[src/rtl/traffic_pkg.sv]
`default_nettype none
// ============================================================================
//  Module : traffic_pkg
//  Brief  : Lamp codes, fault codes, direction indices and monitor FSM states.
//  Rev    : 1.0  initial release
// ============================================================================
package traffic_pkg;

  localparam logic [2:0] LAMP_RED = 3'b100;
  localparam logic [2:0] LAMP_YEL = 3'b010;
  localparam logic [2:0] LAMP_GRN = 3'b001;

  localparam logic [2:0] FLT_NONE        = 3'd0;
  localparam logic [2:0] FLT_ILLEGAL     = 3'd1;
  localparam logic [2:0] FLT_CONFLICT    = 3'd2;
  localparam logic [2:0] FLT_BAD_SEQ     = 3'd3;
  localparam logic [2:0] FLT_SHORT_GREEN = 3'd4;
  localparam logic [2:0] FLT_YELLOW_TIME = 3'd5;
  localparam logic [2:0] FLT_STARVE      = 3'd6;

  localparam logic [1:0] DIR_N = 2'd0;
  localparam logic [1:0] DIR_S = 2'd1;
  localparam logic [1:0] DIR_E = 2'd2;
  localparam logic [1:0] DIR_W = 2'd3;

  typedef enum logic [1:0] {
    ST_ARM   = 2'd0,
    ST_MON   = 2'd1,
    ST_FAULT = 2'd2
  } state_t;

  // Lowest set index wins; an empty vector reports north.
  function automatic logic [1:0] low_dir(input logic [3:0] v);
    logic [1:0] d;
    d = DIR_N;
    for (int i = 3; i >= 0; i--) begin
      if (v[i]) d = 2'(i);
    end
    return d;
  endfunction

endpackage
`default_nettype wire

[src/rtl/traffic_light_monitor_if.sv]
`default_nettype none
// ============================================================================
//  Module : traffic_light_monitor_if
//  Brief  : Lamp bus seen by the safety monitor plus its fault reporting.
//  Rev    : 1.0  initial release
// ============================================================================
interface traffic_light_monitor_if;
  logic [2:0] north;
  logic [2:0] south;
  logic [2:0] east;
  logic [2:0] west;
  logic       clear_fault;
  logic       fault;
  logic [2:0] fault_code;
  logic [1:0] fault_dir;
  logic       force_red;

  modport master (
    output north, south, east, west, clear_fault,
    input  fault, fault_code, fault_dir, force_red
  );

  modport slave (
    input  north, south, east, west, clear_fault,
    output fault, fault_code, fault_dir, force_red
  );
endinterface
`default_nettype wire

[src/rtl/tl_dir_tracker.sv]
`default_nettype none
// ============================================================================
//  Module : tl_dir_tracker
//  Brief  : Per-direction lamp history, saturating dwell counter and checks.
//  Rev    : 1.0  initial release
// ============================================================================
module tl_dir_tracker
  import traffic_pkg::*;
#(
  parameter int CNT_W      = 8,
  parameter int MIN_GREEN  = 30,
  parameter int MIN_YELLOW = 5,
  parameter int MAX_YELLOW = 20,
  parameter int MAX_RED    = 200
) (
  input  logic       clk,
  input  logic       rst_n,
  input  logic       i_clr,
  input  logic [2:0] i_lamp,
  output logic       o_illegal,
  output logic       o_bad_seq,
  output logic       o_short_green,
  output logic       o_yellow_time,
  output logic       o_starve,
  output logic       o_non_red
);

  localparam logic [CNT_W-1:0] C_CNT_MAX    = '1;
  localparam logic [CNT_W-1:0] C_ONE        = CNT_W'(1);
  localparam logic [CNT_W-1:0] C_MIN_GREEN  = CNT_W'(MIN_GREEN);
  localparam logic [CNT_W-1:0] C_MIN_YELLOW = CNT_W'(MIN_YELLOW);
  localparam logic [CNT_W-1:0] C_MAX_YELLOW = CNT_W'(MAX_YELLOW);
  localparam logic [CNT_W-1:0] C_MAX_RED    = CNT_W'(MAX_RED);

  logic [2:0]       r_lamp_q;
  logic [2:0]       r_lamp_p;
  logic [CNT_W-1:0] r_cnt;
  logic             w_change;
  logic             w_legal_step;

  assign w_change = (r_lamp_q != r_lamp_p);

  // r_cnt always holds the dwell of the phase in r_lamp_p, so on a change it
  // is the length of the phase being left.
  always_ff @(posedge clk or negedge rst_n) begin
    if (!rst_n) begin
      r_lamp_q <= LAMP_RED;
      r_lamp_p <= LAMP_RED;
      r_cnt    <= '0;
    end else begin
      r_lamp_q <= i_lamp;
      r_lamp_p <= r_lamp_q;
      if (i_clr)                  r_cnt <= '0;
      else if (w_change)          r_cnt <= C_ONE;
      else if (r_cnt != C_CNT_MAX) r_cnt <= r_cnt + C_ONE;
    end
  end

  always_comb begin
    w_legal_step  = ((r_lamp_p == LAMP_RED) && (r_lamp_q == LAMP_GRN)) ||
                    ((r_lamp_p == LAMP_GRN) && (r_lamp_q == LAMP_YEL)) ||
                    ((r_lamp_p == LAMP_YEL) && (r_lamp_q == LAMP_RED));
    o_illegal     = !((r_lamp_q == LAMP_RED) || (r_lamp_q == LAMP_YEL) ||
                      (r_lamp_q == LAMP_GRN));
    o_bad_seq     = w_change && !w_legal_step;
    o_short_green = (r_lamp_p == LAMP_GRN) && (r_lamp_q == LAMP_YEL) &&
                    (r_cnt < C_MIN_GREEN);
    o_yellow_time = (r_lamp_p == LAMP_YEL) &&
                    (((r_lamp_q == LAMP_RED) && (r_cnt < C_MIN_YELLOW)) ||
                     (r_cnt == C_MAX_YELLOW));
    o_starve      = (r_lamp_p == LAMP_RED) && (r_cnt == C_MAX_RED);
    o_non_red     = (r_lamp_q == LAMP_YEL) || (r_lamp_q == LAMP_GRN);
  end

endmodule
`default_nettype wire

[src/rtl/traffic_light_monitor.sv]
`default_nettype none
// ============================================================================
//  Module : traffic_light_monitor
//  Brief  : Lamp-bus safety checker; latches first fault and forces all red.
//  Rev    : 1.0  initial release
// ============================================================================
module traffic_light_monitor
  import traffic_pkg::*;
#(
  parameter int CNT_W      = 8,
  parameter int MIN_GREEN  = 30,
  parameter int MIN_YELLOW = 5,
  parameter int MAX_YELLOW = 20,
  parameter int MAX_RED    = 200
) (
  input  logic                    clk,
  input  logic                    rst_n,
  traffic_light_monitor_if.slave  bus
);

  if ((MAX_RED >= (1 << CNT_W)) || (MAX_YELLOW >= (1 << CNT_W)) ||
      (MIN_GREEN >= (1 << CNT_W)) || (MIN_YELLOW >= (1 << CNT_W))) begin : g_param_check
    $error("traffic_light_monitor: MAX_*/MIN_* must be below 2**CNT_W");
  end

  state_t     r_state;
  logic       r_fault;
  logic [2:0] r_code;
  logic [1:0] r_dir;
  logic       r_force_red;

  logic [2:0] w_lamp [4];
  logic [3:0] w_illegal, w_bad_seq, w_short_green, w_yellow_time, w_starve, w_non_red;
  logic       w_clr;
  logic       w_conflict;
  logic [2:0] w_code;
  logic [1:0] w_dir;

  always_comb begin
    w_lamp[0] = bus.north;
    w_lamp[1] = bus.south;
    w_lamp[2] = bus.east;
    w_lamp[3] = bus.west;
  end

  assign w_clr = (r_state == ST_FAULT) && bus.clear_fault;

  for (genvar d = 0; d < 4; d++) begin : g_dir
    tl_dir_tracker #(
      .CNT_W      (CNT_W),
      .MIN_GREEN  (MIN_GREEN),
      .MIN_YELLOW (MIN_YELLOW),
      .MAX_YELLOW (MAX_YELLOW),
      .MAX_RED    (MAX_RED)
    ) u_trk (
      .clk           (clk),
      .rst_n         (rst_n),
      .i_clr         (w_clr),
      .i_lamp        (w_lamp[d]),
      .o_illegal     (w_illegal[d]),
      .o_bad_seq     (w_bad_seq[d]),
      .o_short_green (w_short_green[d]),
      .o_yellow_time (w_yellow_time[d]),
      .o_starve      (w_starve[d]),
      .o_non_red     (w_non_red[d])
    );
  end

  assign w_conflict = !$onehot0(w_non_red);

  // History-based checks stay quiet in ARM: lamp_p is not trustworthy yet.
  always_comb begin
    w_code = FLT_NONE;
    w_dir  = DIR_N;
    if (|w_illegal) begin
      w_code = FLT_ILLEGAL;
      w_dir  = low_dir(w_illegal);
    end else if (w_conflict) begin
      w_code = FLT_CONFLICT;
    end else if (r_state != ST_ARM) begin
      if (|w_bad_seq) begin
        w_code = FLT_BAD_SEQ;
        w_dir  = low_dir(w_bad_seq);
      end else if (|w_short_green) begin
        w_code = FLT_SHORT_GREEN;
        w_dir  = low_dir(w_short_green);
      end else if (|w_yellow_time) begin
        w_code = FLT_YELLOW_TIME;
        w_dir  = low_dir(w_yellow_time);
      end else if (|w_starve) begin
        w_code = FLT_STARVE;
        w_dir  = low_dir(w_starve);
      end
    end
  end

  always_ff @(posedge clk or negedge rst_n) begin
    if (!rst_n) begin
      r_state     <= ST_ARM;
      r_fault     <= 1'b0;
      r_code      <= FLT_NONE;
      r_dir       <= DIR_N;
      r_force_red <= 1'b0;
    end else begin
      case (r_state)
        ST_ARM, ST_MON: begin
          if (w_code != FLT_NONE) begin
            r_state     <= ST_FAULT;
            r_fault     <= 1'b1;
            r_force_red <= 1'b1;
            r_code      <= w_code;
            r_dir       <= w_dir;
          end else begin
            r_state <= ST_MON;
          end
        end
        ST_FAULT: begin
          if (bus.clear_fault) begin
            r_state     <= ST_ARM;
            r_fault     <= 1'b0;
            r_force_red <= 1'b0;
            r_code      <= FLT_NONE;
            r_dir       <= DIR_N;
          end
        end
        default: r_state <= ST_ARM;
      endcase
    end
  end

  assign bus.fault      = r_fault;
  assign bus.fault_code = r_code;
  assign bus.fault_dir  = r_dir;
  assign bus.force_red  = r_force_red;

endmodule
`default_nettype wire

[src/flat_wrapper.sv]
// flat-port wrapper written by rule: the top's interface ports become plain ports
module traffic_light_monitor_flat import traffic_pkg::*;
#(
  parameter int CNT_W      = 8,
  parameter int MIN_GREEN  = 30,
  parameter int MIN_YELLOW = 5,
  parameter int MAX_YELLOW = 20,
  parameter int MAX_RED    = 200
)
  (clk, rst_n, bus_north, bus_south, bus_east, bus_west, bus_clear_fault, bus_fault, bus_fault_code, bus_fault_dir, bus_force_red);
  traffic_light_monitor_if bus_i ();
  input  logic clk;
  input  logic rst_n;
  input wire logic [$bits(bus_i.north)-1:0] bus_north;
  input wire logic [$bits(bus_i.south)-1:0] bus_south;
  input wire logic [$bits(bus_i.east)-1:0] bus_east;
  input wire logic [$bits(bus_i.west)-1:0] bus_west;
  input wire logic [$bits(bus_i.clear_fault)-1:0] bus_clear_fault;
  output wire logic [$bits(bus_i.fault)-1:0] bus_fault;
  output wire logic [$bits(bus_i.fault_code)-1:0] bus_fault_code;
  output wire logic [$bits(bus_i.fault_dir)-1:0] bus_fault_dir;
  output wire logic [$bits(bus_i.force_red)-1:0] bus_force_red;
  assign bus_i.north = bus_north;
  assign bus_i.south = bus_south;
  assign bus_i.east = bus_east;
  assign bus_i.west = bus_west;
  assign bus_i.clear_fault = bus_clear_fault;
  assign bus_fault = bus_i.fault;
  assign bus_fault_code = bus_i.fault_code;
  assign bus_fault_dir = bus_i.fault_dir;
  assign bus_force_red = bus_i.force_red;
  traffic_light_monitor #(.CNT_W(CNT_W), .MIN_GREEN(MIN_GREEN), .MIN_YELLOW(MIN_YELLOW), .MAX_YELLOW(MAX_YELLOW), .MAX_RED(MAX_RED)) u_core (.clk(clk), .rst_n(rst_n), .bus(bus_i));
endmodule
[config.mk]
export PLATFORM = sky130hd
export DESIGN_NAME = traffic_light_monitor_flat
export DESIGN_NICKNAME = d
export VERILOG_FILES = /design/src/rtl/traffic_pkg.sv /design/src/rtl/traffic_light_monitor_if.sv /design/src/rtl/tl_dir_tracker.sv /design/src/rtl/traffic_light_monitor.sv /design/src/flat_wrapper.sv
export SDC_FILE = /design/constraint.sdc
export NUM_CORES = 1
export LEC_CHECK = 0
export CAP_MARGIN = 20
export CORE_UTILIZATION = 39
export CTS_CLUSTER_SIZE = 28
export DETAILED_ROUTE_END_ITERATION = 10
export PLACE_DENSITY = 0.67
export SYNTH_ARGS = -nofsm -noshare
export SYNTH_HDL_FRONTEND = slang
export SYNTH_HIERARCHICAL = 1
export SYNTH_SLANG_ARGS = --single-unit
[constraint.sdc]
create_clock -name clk -period 6.7 [get_ports clk]
set_clock_uncertainty 0.1 [all_clocks]
set_input_delay 1.675 -clock clk [delete_from_list [all_inputs] [get_ports clk]]
set_output_delay 1.675 -clock clk [all_outputs]
set_load 0.05 [all_outputs]
==> results.cfg <==
[synth]
netlist_area_mm2 = 0.00428
seq_area_frac_synth_pct = 37.6
synth_top_area_share_pct = 32.7
yosysMostFrequentCell = dfrtp_1
ys_top_cells_by_count = 56 x dfrtp_1, 31 x a21oi_1, 27 x nor2_1
yosys_warnings = 6
synthFlopType = dfrtp_1
yosys_register_bits = 64
yosysTopAreaCell = dfrtp_1
synth_area_leaders = dfrtp_1 33%, dfstp_2 4.9%, a21oi_1 3.6%
synth.avg_cell_area_um2 = 9.92
synth_nets = 456
synthCells = 432
synth-edff-count = 0
synth_cell_types = 63
async_flop_share_pct = 100

[grt]
grt_pass1_wl_um = 15300
grtUsageMet3_pct = 3.47
antenna_found_initial = 0
overflow = 0
gr-usage-met1_pct = 23.1
use_met2_pct = 26.1
grt_max_degree = 65
first_global_vias = 3135
gr-max-usage-layer = met2
track_usage_pct = 16.9

[run_status]
status = completed

[routing]
dr.pass1.iters = 5
vias_per_cell = 5.71
drt-total-wl_um = 8980
ant_nets = 0
vias = 3301
wl_per_cell_um = 15.5
dr.first_iter.drc_count = 144
drc_errors = 0

[flow_run]
maxCapViolCount = 0

[clock_tree]
hold_buffers = 0
cts_tree = built
root_buffer = clkbuf_8
cts.htree.levels = 3
cts-resized-gates = 0
clock_latency_ps = 350
cts_setup_buffers = 0
cts_max_path_buffers = 2
clk_pin_slew_ps = 70
clock-sinks = 64
cts_made_buffers = 9

[floorplan]
fp.dieH_um = 107
die_w_um = 107
rows = 37
io_pins = 22
initial_core_util_pct = 40.8
die_area_mm2 = 0.0114
core-area_mm2 = 0.0105

[sta]
rsz0062_at_grt = no
timing.setup.tns_ps = 0
fin_crit_ps = 3300
hold_violations = 0
maxSlewViolCount = 0
final.setup.worst_slack_ps = 3400
worst_pin_slew_ps = 898
fmax_mhz = 303
period_share_pct = 49.2
slew-limit-headroom_pct = 39.6
setup_violations = 0

[critical_path]
start_kind = flop
path_max_fanout = 3
crit_slowest_cell = clkdlybuf4s50_1
cp_data_required_time_ps = 4930
path_buf_inv = 1
worst_ep_arrival_time_ps = 1520
crit_chain = clkdlybuf4s50_1
max_stage_delay_ps = 810
worst_setup_path_end_kind = output port
crit_family = buffers and inverters
path_class = flop to output port

[pwr]
ir_drop_mv = 0.211
power_leakage_nw = 1.76
cellPowerDensity_mw_per_mm2 = 228

[placement]
globalplace.congestion = 0.853
dp_slack_ps = 3280
dp.final_hpwl_um = 6390
portBuffers = 21

[final_layout]
nNetsFinal = 461
drive_above_1_share_pct = 18.3
syn_to_final_growth_pct = 7.51
diodes = 0

[hold_path]
hp-class = flop to flop
power by group:
part	internal (mW)	total, mW	switching [mW]
combinational	0.117	0.281	0.164
sequential	0.423	0.477	0.0533
clock	0.142	0.294	0.152
metrics by stage:
step	total power, mW	hold WS, ps	instances	cell area [µm²]	util (%)
floorplan	0.688	249	432	4280	-
global placement	0.757	319	562	4440	42.3
detailed placement	0.763	327	562	4440	42.3
CTS	1.06	342	578	4610	43.8
global route	1.11	349	578	4610	43.8
finish	1.05	340	578	4610	43.8
worst reg2reg max path: cells and delay by family (launching register included):
family | cells | cell delay (ps)
AND/OR/NAND/NOR | 6 | 2010
flip-flops | 1 | 480
AO/OA/AOI/OAI | 1 | 160
flip-flops by register name, summed over array words and instances, names as in the netlist:
signal,flops
u_core/g_dir.u_trk/r_lamp_p,12
u_core/g_dir.u_trk/r_cnt,32
u_core/r_state,2
u_core/bus.fault_dir,2
u_core/bus.force_red,1
u_core/bus.fault_code,3
u_core/g_dir.u_trk/r_lamp_q,12
layer usage:
layer	vias up	wire (µm)	part of all wire, %
li1	1628	-	-
met3	6	305	3.4
met2	66	4190	47
met1	1601	4400	49
met4	0	91	1.0
met5	-	0	0
logic make-up after synthesis:
kind of cell	count (synthesis)	share of synthesized area [%]
fa+ha+maj	9	2.80
mux	2	0.467
buf+inv	51	7.30
compound gates	101	17.2
xor+xnor	21	5.87
flops	64	37.6
simple gates	184	28.8
area by class of cell:
cell class              instances  area (µm²)
fillers                      1005        5900
multi-input cells             317        2360
flip-flops and latches         64        1610
repair buffers                 22         213
well taps                     136         170
clock buffers                  12         145
inverters                      23        86.3
clock inverters                 4        20.0
cell usage in the layout (no fill, tap or decap), drive strengths merged, types with 3 or more instances in the layout:
master / count
xor2: 4
inv: 23
a31oi: 7
nor2: 31
dfstp: 8
a21oi: 31
a211oi: 13
xnor2: 17
nand2: 17
or3: 8
nor4: 12
and4b: 3
a311oi: 3
clkbuf: 12
o211ai: 3
nand2b: 4
and2: 6
clkdlybuf4s50: 20
nor2b: 5
nor4b: 6
dfrtp: 56
o31ai: 4
nor3b: 3
o2bb2ai: 3
nand4: 14
a41o: 4
clkinv: 4
or4: 6
nand3: 20
and3: 15
nor4bb: 8
and4: 9
nor3: 12
ha: 8
o21ai: 25
worst paths after layout:
path / cells past startpoint / from / to / slack (ps)
setup / recovery: 1 / u_core/bus.force_red / bus_fault / 3400
hold / removal: 0 / u_core/g_dir[2].u_trk/r_lamp_q[2] / u_core/g_dir[2].u_trk/r_lamp_p[2] / 340
setup reg to reg: 7 / u_core/g_dir[0].u_trk/r_cnt[3] / u_core/bus.fault_code[1] / 3840
hold reg to reg: 0 / u_core/g_dir[2].u_trk/r_lamp_q[2] / u_core/g_dir[2].u_trk/r_lamp_p[2] / 340
max in group asynchronous: 2 / rst_n / u_core/g_dir[0].u_trk/r_cnt[1] / 4600
min in group asynchronous: 2 / rst_n / u_core/g_dir[2].u_trk/r_cnt[3] / 1380
Power figures use the tool's default switching activity.
